**src/rtl/cfg_bus_initiator_pkg.sv**
```systemverilog
// Shared types for the config-bus initiator.
//   state_t : FSM encoding (IDLE / REQ / WAIT / DRAIN)
//   op_t    : recorded operation type with OP_WR / OP_RD values
package cfg_bus_initiator_pkg;

  typedef enum logic [1:0] {
    ST_IDLE  = 2'd0,
    ST_REQ   = 2'd1,
    ST_WAIT  = 2'd2,
    ST_DRAIN = 2'd3
  } state_t;

  typedef logic op_t;

  localparam op_t OP_WR = 1'b0;
  localparam op_t OP_RD = 1'b1;

  // Next-cycle busy indication for a given next state.
  function automatic logic busy_for(input state_t st);
    return (st != ST_IDLE);
  endfunction

endpackage

```
**src/rtl/cfg_bus_initiator.sv**
```systemverilog
// Controller-side initiator for the cross-domain config handshake.
// Turns single-pulse bus read/write requests into a one-cycle strobe towards
// the clock-domain synchroniser, holds address/data stable, waits for the
// synchroniser ack and returns ack/rdata/err to the bus master. A timeout
// followed by a drain phase keeps the bus from hanging while guaranteeing a
// late ack is never credited to a later request.
//
// Ports:
//   clk_i, rstn_i          controller clock, async active-low reset
//   sys_addr_i/sys_wdata_i bus address / write data, valid with wen/ren
//   sys_wen_i/sys_ren_i    single-cycle write / read request
//   sys_rdata_o            read data, valid with sys_ack_o (held until next ack)
//   sys_ack_o/sys_err_o    one-cycle completion pulse and its error qualifier
//   ctrl_addr_o/ctrl_wdata_o latched address / write data to register domain
//   ctrl_we_o/ctrl_re_o    one-cycle write / read strobe to synchroniser
//   ctrl_ack_i/ctrl_rdata_i synchroniser ack pulse and read data
//   busy_o                 high whenever the FSM is not idle
//   overrun_o              sticky: a request arrived while one was in flight
module cfg_bus_initiator
  import cfg_bus_initiator_pkg::*;
#(
  parameter int unsigned AW      = 20,
  parameter int unsigned DW      = 32,
  parameter int unsigned TIMEOUT = 255
) (
  input  logic          clk_i,
  input  logic          rstn_i,
  input  logic [AW-1:0] sys_addr_i,
  input  logic [DW-1:0] sys_wdata_i,
  input  logic          sys_wen_i,
  input  logic          sys_ren_i,
  output logic [DW-1:0] sys_rdata_o,
  output logic          sys_ack_o,
  output logic          sys_err_o,
  output logic [AW-1:0] ctrl_addr_o,
  output logic [DW-1:0] ctrl_wdata_o,
  output logic          ctrl_we_o,
  output logic          ctrl_re_o,
  input  logic          ctrl_ack_i,
  input  logic [DW-1:0] ctrl_rdata_i,
  output logic          busy_o,
  output logic          overrun_o
);

  localparam int unsigned CW     = (TIMEOUT > 0) ? $clog2(TIMEOUT + 1) : 1;
  localparam int unsigned LIMIT  = (TIMEOUT > 0) ? (TIMEOUT - 1) : 0;
  localparam bit          TO_EN  = (TIMEOUT > 0);

  state_t          state_q, state_d;
  logic [CW-1:0]   cnt_q, cnt_d;
  op_t             op_q, op_d;
  logic [AW-1:0]   addr_q, addr_d;
  logic [DW-1:0]   wdata_q, wdata_d;
  logic [DW-1:0]   rdata_q, rdata_d;
  logic            we_q, we_d;
  logic            re_q, re_d;
  logic            ack_q, ack_d;
  logic            err_q, err_d;
  logic            busy_q, busy_d;
  logic            overrun_q, overrun_d;
  logic            req;
  logic            limit_hit;

  assign req       = sys_wen_i | sys_ren_i;
  assign limit_hit = TO_EN && (cnt_q == CW'(LIMIT));

  // State and output registers.
  always_ff @(posedge clk_i or negedge rstn_i) begin
    if (!rstn_i) begin
      state_q   <= ST_IDLE;
      cnt_q     <= '0;
      op_q      <= OP_WR;
      addr_q    <= '0;
      wdata_q   <= '0;
      rdata_q   <= '0;
      we_q      <= 1'b0;
      re_q      <= 1'b0;
      ack_q     <= 1'b0;
      err_q     <= 1'b0;
      busy_q    <= 1'b0;
      overrun_q <= 1'b0;
    end else begin
      state_q   <= state_d;
      cnt_q     <= cnt_d;
      op_q      <= op_d;
      addr_q    <= addr_d;
      wdata_q   <= wdata_d;
      rdata_q   <= rdata_d;
      we_q      <= we_d;
      re_q      <= re_d;
      ack_q     <= ack_d;
      err_q     <= err_d;
      busy_q    <= busy_d;
      overrun_q <= overrun_d;
    end
  end

  // Next-state and next-output logic. Every output is registered, so the
  // values computed here appear one cycle later (e.g. the strobe is set on
  // the IDLE->REQ transition and is therefore visible exactly in REQ).
  always_comb begin
    state_d   = state_q;
    cnt_d     = cnt_q;
    op_d      = op_q;
    addr_d    = addr_q;
    wdata_d   = wdata_q;
    rdata_d   = rdata_q;
    we_d      = 1'b0;
    re_d      = 1'b0;
    ack_d     = 1'b0;
    err_d     = 1'b0;
    overrun_d = overrun_q;

    unique case (state_q)
      ST_IDLE: begin
        if (req) begin
          addr_d  = sys_addr_i;
          state_d = ST_REQ;
          // Write wins over a simultaneous read; the read is silently dropped.
          if (sys_wen_i) begin
            wdata_d = sys_wdata_i;
            op_d    = OP_WR;
            we_d    = 1'b1;
          end else begin
            op_d    = OP_RD;
            re_d    = 1'b1;
          end
        end
      end

      ST_REQ: begin
        cnt_d   = '0;
        state_d = ST_WAIT;
        if (req) overrun_d = 1'b1;
      end

      ST_WAIT: begin
        if (req) overrun_d = 1'b1;
        // An ack arriving on the limit cycle still counts as a completion.
        if (ctrl_ack_i) begin
          ack_d   = 1'b1;
          rdata_d = (op_q == OP_RD) ? ctrl_rdata_i : '0;
          state_d = ST_IDLE;
        end else if (limit_hit) begin
          ack_d   = 1'b1;
          err_d   = 1'b1;
          rdata_d = '0;
          state_d = ST_DRAIN;
        end else begin
          cnt_d = cnt_q + CW'(1);
        end
      end

      ST_DRAIN: begin
        // Requests here are refused with an error rather than forwarded, so
        // the outstanding late ack cannot be matched to them.
        if (req) begin
          ack_d   = 1'b1;
          err_d   = 1'b1;
          rdata_d = '0;
        end
        if (ctrl_ack_i) state_d = ST_IDLE;
      end

      default: state_d = ST_IDLE;
    endcase

    busy_d = busy_for(state_d);
  end

  assign sys_rdata_o  = rdata_q;
  assign sys_ack_o    = ack_q;
  assign sys_err_o    = err_q;
  assign ctrl_addr_o  = addr_q;
  assign ctrl_wdata_o = wdata_q;
  assign ctrl_we_o    = we_q;
  assign ctrl_re_o    = re_q;
  assign busy_o       = busy_q;
  assign overrun_o    = overrun_q;

endmodule

```
**config.mk**
```make
export PLATFORM = sky130hd
export DESIGN_NAME = cfg_bus_initiator
export DESIGN_NICKNAME = d
export VERILOG_FILES = /design/src/rtl/cfg_bus_initiator_pkg.sv /design/src/rtl/cfg_bus_initiator.sv
export SDC_FILE = /design/constraint.sdc
export NUM_CORES = 1
export LEC_CHECK = 0
export BUFFER_PORTS_ARGS = -buffer_cell sky130_fd_sc_hd__buf_2
export CAP_MARGIN = 20
export CORE_MARGIN = 2
export CORE_UTILIZATION = 51
export DETAILED_ROUTE_END_ITERATION = 10
export GPL_ROUTABILITY_DRIVEN = 1
export GPL_TIMING_DRIVEN = 0
export PLACE_DENSITY_LB_ADDON = 0.25
export SLEW_MARGIN = 20
export SYNTH_ARGS = -nofsm -noshare
export SYNTH_HDL_FRONTEND = slang
export SYNTH_SLANG_ARGS = --single-unit
```
**constraint.sdc**
```tcl
create_clock -name clk_i -period 5.6 [get_ports clk_i]
set_clock_uncertainty 0.2 [all_clocks]
set_input_delay 0.28 -clock clk_i [delete_from_list [all_inputs] [get_ports clk_i]]
set_output_delay 0.28 -clock clk_i [all_outputs]
set_load 0.02 [all_outputs]
```
## After elaboration in Yosys (flattened, before gate mapping)

Index checks and enable logic that the tools add are counted.

| storage, ports and cells | value |
|---|---|
| bits in registers | 101 |
| output and inout port bits | 90 |

| operators by class | value |
|---|---|
| add/subtract/negate cells | 1 |
| eq/ne operators | 8 |
| muxes and demuxes | 25 |
| bitwise operators | 1 |
| reduce and logical (&&, ||, !) cells | 10 |

Operator list:

| operator | number |
|---|---|
| $mux 32 | 4 |
| $pmux 32 s2 | 1 |
| $mux 8 | 2 |
| $pmux 8 s2 | 1 |
| $mux 1 | 10 |
| $reduce_and 3->1 | 3 |
| $add 8x1->8 const B | 1 |
| $eq 8x8->1 const B | 1 |
| $mux 2 | 4 |
| $pmux 2 s4 | 1 |
| $ne 2x2->1 const B | 3 |
| $reduce_bool 2->1 | 3 |
| $eq 2x2->1 const B | 2 |
| $pmux 1 s2 | 2 |
| $reduce_and 2->1 | 2 |
| $ne 3x3->1 const B | 1 |
| $eq 2x1->1 const B | 1 |
| $logic_not 2->1 | 1 |
| $reduce_or 2->1 | 1 |
| $or 1x1->1 | 1 |

## Logic depth before layout (Yosys ltp)

Gate-level depths: netlist of run 1.

| depth | value |
|---|---|
| word-level depth | 5 |
| depth in mapped cells | 8 |
| gate-level depth less buffers | 6 |

## Worst setup path before layout of run 1

OpenSTA, ideal clock, no wires.

| timing | value |
|---|---|
| path type | flip-flop to flip-flop |
| start point | register state_q[1] |
| end point | register wdata_q[10], in the netlist ctrl_wdata_o[10] |
| setup time | 0.125 ns |
| arrival | 1.514 ns |
| required time | 5.275 ns |
| path slack | 3.761 ns |
| cell stages (with the launch flop) | 7 |
| buffers on the path | 2 |
| period minus slack after synthesis | 1.839 ns |
| cell sequence | dfrtp_1 inv_1 ha_1 and2_1 buf_2 buf_2 mux2_2 |

| on the way | value |
|---|---|
| cells in the longest elaborated chain, start to end | 2 |

RTL lines:

| item | RTL line | source |
|---|---|---|
| from (decl) | cfg_bus_initiator.sv:49 | `state_t state_q, state_d;` |
| from (signal assigned) | cfg_bus_initiator.sv:83 | `state_q <= state_d;` |
| $logic_not 2->1 | cfg_bus_initiator.sv:114 | `unique case (state_q)` |
| $reduce_and 3->1 (no source line) | - |  |
| to (signal assigned) | cfg_bus_initiator.sv:87 | `wdata_q <= wdata_d;` |
| to (decl) | cfg_bus_initiator.sv:53 | `logic [DW-1:0] wdata_q, wdata_d;` |

Every way passes these cells.
A chain may end at the register's enable or synchronous reset.

## Worst setup path after layout of run 1

| timing | value |
|---|---|
| start point | register cnt_q[0] |
| end point | register rdata_q[7], in the netlist sys_rdata_o[7] |

| on the way | value |
|---|---|
| cells in the longest elaborated chain, start to end | 3 |

RTL lines:

| item | RTL line | source |
|---|---|---|
| from (decl) | cfg_bus_initiator.sv:50 | `logic [CW-1:0] cnt_q, cnt_d;` |
| from (signal assigned) | cfg_bus_initiator.sv:84 | `cnt_q <= cnt_d;` |
| $eq 8x8->1 | cfg_bus_initiator.sv:65 | `assign limit_hit = TO_EN && (cnt_q == CW'(LIMIT));` |
| $ne 3x3->1 (no source line) | - |  |
| $reduce_and 3->1 (no source line) | - |  |
| to (signal assigned) | cfg_bus_initiator.sv:88 | `rdata_q <= rdata_d;` |
| to (decl) | cfg_bus_initiator.sv:54 | `logic [DW-1:0] rdata_q, rdata_d;` |

Every way passes these cells.

==> results of run 1 <==
[metrics by stage]
stage | area, µm² | instances
after CTS | 6400 | 719
final | 6400 | 719
after global placement | 5270 | 614
after detailed placement | 5300 | 615
after global routing | 6400 | 719
after floorplan | 4250 | 331
[flip-flops by register name, indices dropped and copies added, names as in the netlist]
name	flops
ctrl_we_o	1
ctrl_re_o	1
op_q	1
state_q	2
overrun_o	1
sys_err_o	1
cnt_q	8
sys_rdata_o	32
sys_ack_o	1
ctrl_addr_o	20
ctrl_wdata_o	32
busy_o	1
[cells in the mapped netlist]
cell type | n | share of area, %
dfrtp_1 | 101 | 59
mux2_2 | 48 | 13
nand2_1 | 39 | 3.4
inv_1 | 38 | 3.4
mux2i_1 | 34 | 8.0
buf_2 | 7 | 0.82
nand3_1 | 7 | 0.82
ha_1 | 6 | 1.8
nor2_1 | 6 | 0.53
o21ai_0 | 6 | 0.71
mux2_1 | 5 | 1.3
buf_12 | 3 | 1.4
clkbuf_1 | 3 | 0.27
nand2b_1 | 3 | 0.44
o211ai_1 | 3 | 0.53
o31ai_1 | 3 | 0.53
a21oi_1 | 2 | 0.24
a21o_1 | 1 | 0.18
a221oi_1 | 1 | 0.21
and2_1 | 1 | 0.15
and2_4 | 1 | 0.21
and3_1 | 1 | 0.15
and4_1 | 1 | 0.21
buf_8 | 1 | 0.35
nand4_2 | 1 | 0.29
nand4b_1 | 1 | 0.21
nor2b_1 | 1 | 0.15
nor3_1 | 1 | 0.12
nor3b_1 | 1 | 0.18
nor3b_2 | 1 | 0.29
o21ai_1 | 1 | 0.12
o21bai_4 | 1 | 0.44
or3_1 | 1 | 0.15
or4_1 | 1 | 0.18
[cells by family (layout without fill, tap and decap cells)]
kind of cell,Yosys count,count (layout)
AO/OA/AOI/OAI,18,18
adder cells (fa/ha/maj),6,6
buffers and inverters,52,335
flip-flops,101,101
multiplexers,87,87
AND/OR/NAND/NOR,67,67
[final cells by class]
type	instances	area, µm²	share of cell area, %
Sequential cell	101	2530	39.5
Clock inverter	7	93.8	1.47
Multi-Input combinational cell	178	1460	22.7
Buffer	14	121	1.90
Inverter	38	143	2.23
Tap cell	105	131	2.05
Clock buffer	9	124	1.93
Timing Repair Buffer	267	1810	28.2
[worst paths after layout]
path / start / endpoint / slack, ps / cells past startpoint
max: cnt_q[0]$_DFFE_PN0P_ / sys_rdata_o[7]$_DFFE_PN0P_ / 3420 / 8
min: sys_ren_i / op_q$_DFFE_PN0P_ / 30 / 3
max reg2reg: cnt_q[0]$_DFFE_PN0P_ / sys_rdata_o[7]$_DFFE_PN0P_ / 3420 / 8
min reg2reg: overrun_o$_DFFE_PN0P_ / overrun_o$_DFFE_PN0P_ / 280 / 1
max in group asynchronous: rstn_i / ctrl_wdata_o[31]$_DFFE_PN0P_ / 4400 / 3
min in group asynchronous: rstn_i / ctrl_wdata_o[15]$_DFFE_PN0P_ / 150 / 2
[timing repair]
action,4_1_cts,5_1_grt
endpoints found under the hold margin,187,0
gates resized for setup,0,0
hold buffers,88,0
buffers inserted,0,0
[worst max-delay path: cells and delay by family (launching register included)]
family	cells	cell delay, ps
compound gates	1	240
fa+ha+maj	1	170
buf+inv	3	340
flops	1	440
mux	1	310
simple gates	2	360
[power by group]
group	total [µW]	internal (µW)	switching [µW]
sequential	1130	995	139
clock	494	219	275
combinational	1480	664	818
total	3110	1880	1230
[layer usage]
metal,vias to the layer above,wire length [µm]
met4,0,410
met2,125,6130
li1,1660,-
met3,37,698
met1,1744,4390
met5,-,0
==> impl_metrics.tcl, run 1 <==
set metrics [dict create \
    routed_via_density 4.96 \
    cp_cell_sequence "inv_1 > ha_1 > nand4_2 > o21bai_4 > and2_4 > buf_8 > buf_12 > mux2i_1" \
    synthAdderAreaFrac_pct 1.77 \
    grt_use_met3_pct 6.48 \
    hold_viol 0 \
    synth_compound_area_share_pct 2.95 \
    rsz0062_at_grt "no" \
    crit_path_end_kind "flop" \
    routedWlPerCell_um 16.2 \
    gp_congestion 0.797 \
    syn-num-nets 426 \
    synth_warnings 0 \
    initial_core_util_pct 52.2 \
    synth_cell_type_count 34 \
    areaGrowthSynthToFinish_pct 50.7 \
    yosysSeqAreaShare_pct 59.5 \
    fin_hold_ws_ps 29.2 \
    synth-xor-area-share_pct 0 \
    rows 33 \
    clock_latency_ps 360 \
    finalCritPeriodShare_pct 39.0 \
    grt_overflow 0 \
    num_vias 3566 \
    arrival_ps 2230 \
    synthCells 331 \
    cts_sinks 101 \
    h-tree-depth 3 \
    die-height_um 95.3 \
    grt_max_degree 69 \
    critical_path.slowest_cell "dfrtp_1" \
    dr.pass1.iters 4 \
    dieArea_mm2 0.00908 \
    maxCapViolations 0 \
    slew_headroom_pct 69.7 \
    power_density_mw_per_mm2 486 \
    ys_ff_latch 101 \
    synth_top_family_by_area "multiplexers" \
    slew_viol_final 0 \
    die_w_um 95.3 \
    synthMuxAreaShare_pct 22.1 \
    cp_max_fo 10 \
    drtAntennaViolNets 0 \
    dp_slack_ps 3520 \
    design_power_total_uw 3110 \
    status "complete, no violations" \
    grtUsageTotal_pct 26.4 \
    grt_pass1_vias 3652 \
    worst_pin_slew_ps 455 \
    critical_path_class "flop to flop" \
    io_buffers 178 \
    start_kind "flop" \
    route.detailed.drc 0 \
    dp_hpwl_um 7000 \
    syn_area_mm2 0.00425 \
    antenna_found_initial 0 \
    cts_tree "built" \
    setup_slack_ps 3420 \
    core_area_mm2 0.00813 \
    mostFrequentLayoutCells "buf_2, dfrtp_1, dlygate4sd3_1, mux2_2, nand2_1" \
    synthSimpleGateAreaFrac_pct 7.51 \
    fmax_mhz 458 \
    critPathRequiredTime_ps 5650 \
    period_needed_ps 2180 \
    utilization_pct 78.7 \
    peakVddDrop_v 0.000244 \
    antennaDiodeCount 0 \
    setup-violations-final 0 \
    top_usage_layer "met2" \
    hp-class "input port to flop" \
    drt_iter0_markers 136 \
    use_met1_pct 29.8 \
    power.leakage_uw 0.00319 \
    clk_pin_slew_ps 100 \
    fill_cells 484 \
    grt_use_met2_pct 47.3 \
    slowest_delay_ps 440 \
    syn_area_per_cell_um2 12.8 \
    grt_pass1_wl_um 17900 \
    fin_tns_setup_ps 0 \
    clockBufferDepth 2 \
    cts_made_buffers 9 \
    layout_commonest_cell "buf_2" \
    final_nets 704 \
    root_buffer "clkbuf_8" \
    drive_gt1_share_pct 42.0 \
    ios 179 \
    routed_wl_um 11600 \
]
No activity file was read; power rests on OpenSTA's default activity.
==> run 2: changes to the inputs <==
--- a/config.mk
+++ b/config.mk
@@ -8,7 +8,7 @@
 export BUFFER_PORTS_ARGS = -buffer_cell sky130_fd_sc_hd__buf_2
 export CAP_MARGIN = 20
 export CORE_MARGIN = 2
-export CORE_UTILIZATION = 51
+export CORE_UTILIZATION = 43
 export DETAILED_ROUTE_END_ITERATION = 10
 export GPL_ROUTABILITY_DRIVEN = 1
 export GPL_TIMING_DRIVEN = 0
==> constraint.sdc (replaced) <==
create_clock -name clk_i -period 1.75 [get_ports clk_i]
set_clock_uncertainty 0.2 [all_clocks]
set_input_delay 0.0875 -clock clk_i [delete_from_list [all_inputs] [get_ports clk_i]]
set_output_delay 0.0875 -clock clk_i [all_outputs]
set_load 0.02 [all_outputs]
==> run 2 against run 1 <==
Net effect:
- the flow now finishes with violations (setup timing)
- setup slack got worse by 3500 ps
- fmax rose by 16%
- global-route usage down 6.0 points
- hold slack worse by 9.9 ps
- critical path depth decreased by 1
- sequential share of layout area is 3.8 points lower
- combinational power grew to 4.2 times the previous value
- critical endpoint is now cnt_q[6]$_DFFE_PN0P_
- largest cell class unchanged
- highest routed layer unchanged
==> impl_metrics.tcl, run 2 (synthesis gave the netlist of run 1 again) <==
set metrics [dict create \
    status "finished, violations left" \
    violations "setup timing" \
    antenna_found_initial 0 \
    root_buffer "clkbuf_8" \
    setup-violations-final 42 \
    period_needed_ps 1880 \
    layout_commonest_cell "buf_2" \
    slew_viol_final 0 \
    r2r_slack_ps -130 \
    finalCritPeriodShare_pct 107 \
    drive_gt1_share_pct 47.4 \
    grt_pass1_wl_um 16400 \
    cts_made_buffers 9 \
    reg2reg_depth 7 \
    arrival_ps 1940 \
    ios 179 \
    fill_cells 661 \
    clk_pin_slew_ps 90 \
    grt_max_degree 53 \
    route.detailed.drc 0 \
    routed_via_density 4.65 \
    peakVddDrop_v 0.000927 \
    rsz0062_at_grt "yes" \
    h-tree-depth 3 \
    power_density_mw_per_mm2 1610 \
    grt_pass1_vias 3470 \
    initial_core_util_pct 43.9 \
    fmax_mhz 533 \
    gp_congestion 0.717 \
    r2r_end "cnt_q[6]$_DFFE_PN0P_" \
    clock_latency_ps 360 \
    clockBufferDepth 2 \
    io_buffers 178 \
    dr.pass1.iters 4 \
    fin_tns_setup_ps -2300 \
    cts_sinks 101 \
    dieArea_mm2 0.0107 \
    areaGrowthSynthToFinish_pct 66.9 \
    die_w_um 103 \
    die-height_um 103 \
    drt_iter0_markers 66 \
    dp_hpwl_um 6600 \
    reg2reg_from "cnt_q[0]$_DFFE_PN0P_" \
    utilization_pct 73.2 \
    start_kind "flop" \
    setup_slack_ps -125 \
    worst_pin_slew_ps 467 \
    rows 36 \
    drtAntennaViolNets 0 \
    mostFrequentLayoutCells "buf_2, dfrtp_1, dlygate4sd3_1, mux2_4, nand2_1" \
    crit_path_end_kind "flop" \
    core_area_mm2 0.00968 \
    critical_path_class "flop to flop" \
    antennaDiodeCount 0 \
    num_vias 3616 \
    critPathRequiredTime_ps 1810 \
    cts_tree "built" \
    post_dp_cell_area_mm2 0.00539 \
    fin_area_mm2 0.00709 \
    routedWlPerCell_um 15.3 \
    hp-class "input port to async pin" \
    grt_overflow 0 \
    dp_slack_ps -266 \
    maxCapViolations 0 \
    cp_max_fo 5 \
    final_nets 734 \
    routed_wl_um 11900 \
    hold_viol 0 \
    slew_headroom_pct 68.9 \
    grtUsageTotal_pct 20.4 \
    power.leakage_uw 0.00359 \
]
[run 2: cell types whose count changed in the layout (fill, tap and decap cells not counted), moves of 7 or more]
| cell | previous run | this run |
|---|---|---|
| mux2_4 | 0 | 42 |
| buf_4 | 0 | 20 |
| buf_6 | 1 | 10 |
| mux2_2 | 48 | 9 |
| buf_2 | 184 | 177 |
[run 2: worst max-delay path: stages, from the launching register on]
cell	delay, ps
dfrtp_1	400
inv_1	60
ha_2	190
nand4_4	110
o21bai_4	150
buf_4	160
mux2_2	330
a21o_1	170
[run 2: timing repair]
item,in CTS,in global routing
setup buffers,14,13
hold endpoints to repair,193,0
endpoints found under the setup margin,82,91
cloned,3,4
hold buffers,88,0
resized for setup,31,56
pin swaps,4,8
[run 2: per-layer routing]
layer / vias up / GRT usage (%) / wire length [µm]
li1: 1709 / - / -
met1: 1787 / 23.0 / 4750
met2: 98 / 36.8 / 6400
met3: 22 / 4.44 / 459
met4: 0 / 8.91 / 260
met5: - / 0 / 0
[run 2: worst max path at each step]
stage / start / to / slack, ps / cells past startpoint
2_1_floorplan: cnt_q[0]$_DFFE_PN0P_ / sys_rdata_o[10]$_DFFE_PN0P_ / -20 / 8
3_3_place_gp: rstn_i / sys_rdata_o[6]$_DFFE_PN0P_ / -680 / 1
3_5_place_dp: state_q[1]$_DFF_PN0_ / sys_rdata_o[21]$_DFFE_PN0P_ / -270 / 5
4_1_cts: cnt_q[0]$_DFFE_PN0P_ / cnt_q[6]$_DFFE_PN0P_ / -130 / 7
5_1_grt: cnt_q[0]$_DFFE_PN0P_ / sys_rdata_o[27]$_DFFE_PN0P_ / -180 / 8
6_report: cnt_q[0]$_DFFE_PN0P_ / cnt_q[6]$_DFFE_PN0P_ / -130 / 7
[run 2: where the power goes]
| group | leakage [µW] | switching (µW) | internal [µW] | total, µW |
|---|---|---|---|---|
| Sequential | 0.00126 | 477 | 3190 | 3670 |
| Combinational | 0.00223 | 2900 | 3260 | 6160 |
| Clock | 0.000101 | 789 | 806 | 1590 |
| Total | 0.00359 | 4160 | 7260 | 11400 |
[run 2: area by class of cell]
cell class                      instances  area (µm²)  share of cell area (%)
Sequential cell                       101        2530                    35.7
Multi-Input combinational cell        178        1700                    24.0
Clock inverter                          4        72.6                    1.02
Clock buffer                           12         135                    1.91
Tap cell                              133         166                    2.35
Inverter                               38         143                    2.01
Timing Repair Buffer                  300        2200                    31.1
Buffer                                 11         138                    1.94
[run 2: metrics by stage]
step	total power, µW	cells	hold slack, ps
after floorplan	6850	331	-408
after global placement	8090	642	97.6
after detailed placement	8230	643	-141
after CTS	10700	763	19.0
after global routing	12100	777	38.0
final	11400	777	19.3
==> run 3: changes to the inputs <==
--- a/config.mk
+++ b/config.mk
@@ -8,11 +8,13 @@
 export BUFFER_PORTS_ARGS = -buffer_cell sky130_fd_sc_hd__buf_2
 export CAP_MARGIN = 20
 export CORE_MARGIN = 2
-export CORE_UTILIZATION = 43
+export CORE_UTILIZATION = 45
+export CTS_BUF_LIST = sky130_fd_sc_hd__clkbuf_2
 export DETAILED_ROUTE_END_ITERATION = 10
 export GPL_ROUTABILITY_DRIVEN = 1
 export GPL_TIMING_DRIVEN = 0
 export PLACE_DENSITY_LB_ADDON = 0.25
+export SKIP_CTS_REPAIR_TIMING = 1
 export SLEW_MARGIN = 20
 export SYNTH_ARGS = -nofsm -noshare
 export SYNTH_HDL_FRONTEND = slang
==> run 3 against run 2 <==
Net effect:
- the flow still finishes with violations (setup timing)
- sequential cell count is the same
- hold slack gained 47 ps
- fmax shrank 1.9%
- sequential share of layout area grew 0.90 points
- final cell count shrank 3.3%
- critical path depth is the same
- global-route usage shrank 2.8 points
- non-clock buffer count shrank 3
- count of clock-buffer cells in the layout shrank 2
- critical path type unchanged
- critical endpoint is now sys_rdata_o[21]$_DFFE_PN0P_
- highest routed layer unchanged
==> impl_metrics.tcl, run 3 (synthesis gave the netlist of run 1 again) <==
set metrics [dict create \
    areaGrowthSynthToFinish_pct 62.7 \
    cp_cell_sequence "ha_1 > nor2_1 > a21oi_1 > and2_4 > buf_12 > clkbuf_16 > mux2i_1" \
    fmax_mhz 523 \
    cp_num_buf_inv 2 \
    grtUsageTotal_pct 17.6 \
    clockBufferDepth 2 \
    critical_path.slowest_cell "dfrtp_1" \
    grt_pass1_wl_um 14300 \
    grt_max_degree 52 \
    io_buffers 178 \
    dp_slack_ps -312 \
    grt_overflow 0 \
    seqPwrFrac_pct 34.4 \
    routed_wl_um 12300 \
    peakVddDrop_v 0.000812 \
    p_clk_share_pct 10.5 \
    cp_top_family "flip-flops" \
    status "finished, violations left" \
    drt_iter0_markers 123 \
    cts_tree "built" \
    clk_pin_slew_ps 290 \
    drtAntennaViolNets 0 \
    hold_viol 0 \
    gp_congestion 0.755 \
    ios 179 \
    initial_core_util_pct 46.2 \
    power.leakage_uw 0.00349 \
    critPathRequiredTime_ps 2030 \
    final_cells 751 \
    mostFrequentLayoutCells "buf_2, dfrtp_1, dlygate4sd3_1, nand2_1, inv_1" \
    root_buffer "clkbuf_2" \
    cp_max_fo 7 \
    setup_slack_ps -161 \
    pwr-share-comb_pct 55.0 \
    critical_path_class "flop to flop" \
    power_switching_uw 4150 \
    drive_gt1_share_pct 47.2 \
    routed_via_density 4.86 \
    post_dp_cell_area_mm2 0.00536 \
    num_vias 3649 \
    slowest_delay_ps 490 \
    swShare_pct 38.8 \
    design_power_total_uw 10700 \
    dp.cells 621 \
    hp-class "input port to flop" \
    dr.pass1.iters 4 \
    arrival_ps 2190 \
    slew_viol_final 0 \
    dp_hpwl_um 6710 \
    h-tree-depth 3 \
    setup-violations-final 65 \
    die-height_um 101 \
    antennaDiodeCount 0 \
    rows 35 \
    route.detailed.drc 0 \
    power_density_mw_per_mm2 1550 \
    worst_pin_slew_ps 489 \
    antenna_found_initial 0 \
    die_w_um 101 \
    maxCapViolations 0 \
    slew_headroom_pct 67.4 \
    final_nets 731 \
    dieArea_mm2 0.0102 \
    cts_made_buffers 9 \
    violations "setup timing" \
    clock_latency_ps 560 \
    fin_area_mm2 0.00691 \
    routedWlPerCell_um 16.3 \
    layout_commonest_cell "buf_2" \
    p_int_uw 6540 \
    grt_pass1_vias 3090 \
    crit_path_end_kind "flop" \
    cts_sinks 101 \
    core_area_mm2 0.00920 \
    finalCritPeriodShare_pct 109 \
    start_kind "flop" \
    period_needed_ps 1910 \
    rsz0062_at_grt "yes" \
]
run 3: cell types whose count changed in the layout (fill, tap and decap cells not counted), moves of 4 or more:
cell,before,now
buf_2,177,181
buf_6,10,5
clkbuf_16,2,6
clkbuf_2,2,10
clkbuf_8,9,0
mux2_2,9,19
mux2_4,42,29
run 3: path summary, 6_finish.rpt:
kind,cells after the start,slack [ps],startpoint,end
worst max-delay path,7,-160,state_q[1]$_DFF_PN0_,sys_rdata_o[21]$_DFFE_PN0P_
worst min-delay path,3,70,sys_wdata_i[22],ctrl_wdata_o[22]$_DFFE_PN0P_
worst max register to register,7,-160,state_q[1]$_DFF_PN0_,sys_rdata_o[21]$_DFFE_PN0P_
worst min register to register,1,310,overrun_o$_DFFE_PN0P_,overrun_o$_DFFE_PN0P_
max in group asynchronous,4,420,rstn_i,sys_rdata_o[26]$_DFFE_PN0P_
min in group asynchronous,3,310,rstn_i,ctrl_wdata_o[20]$_DFFE_PN0P_
run 3: stage by stage:
stage	utilization (%)	hold slack (ps)	setup TNS, ps
final	75.2	66.4	-5480
after global routing	75.2	24.3	-9000
after CTS	59.5	-809	-15390
after detailed placement	58.3	-134	-14850
after floorplan	-	-408	-550
after global placement	57.9	97.7	-76700
run 3: area by class of cell:
| type | instances | area [µm²] |
|---|---|---|
| clock buffers | 10 | 50.0 |
| multi-input cells | 178 | 1660 |
| clock inverters | 5 | 62.6 |
| fillers | 614 | 2280 |
| repair buffers | 294 | 2120 |
| flip-flops and latches | 101 | 2530 |
| plain buffers | 14 | 205 |
| inverters | 38 | 143 |
| well taps | 111 | 139 |
run 3: power by group through the flow:
stage                     Sequential [µW]  Clock (µW)  Combinational (µW)
after floorplan                      4620           0                2220
after global placement               3600           0                4490
after detailed placement             3660           0                4580
after CTS                            3610        1150                4580
after global routing                 3780        1240                6220
final                                3680        1120                5880
run 3: worst min-delay path, cell delays in order:
cell and delay [ps]:
dlygate4sd3_1 520, buf_2 100, mux2_4 120
run 3: per-layer routing:
metal / track usage [%] / share of wire, % / vias to the layer above
met5: 0 / 0 / -
met4: 5.41 / 1.4 / 0
met3: 5.18 / 6.1 / 20
met2: 30.0 / 52 / 134
li1: - / - / 1698
met1: 21.6 / 40 / 1797
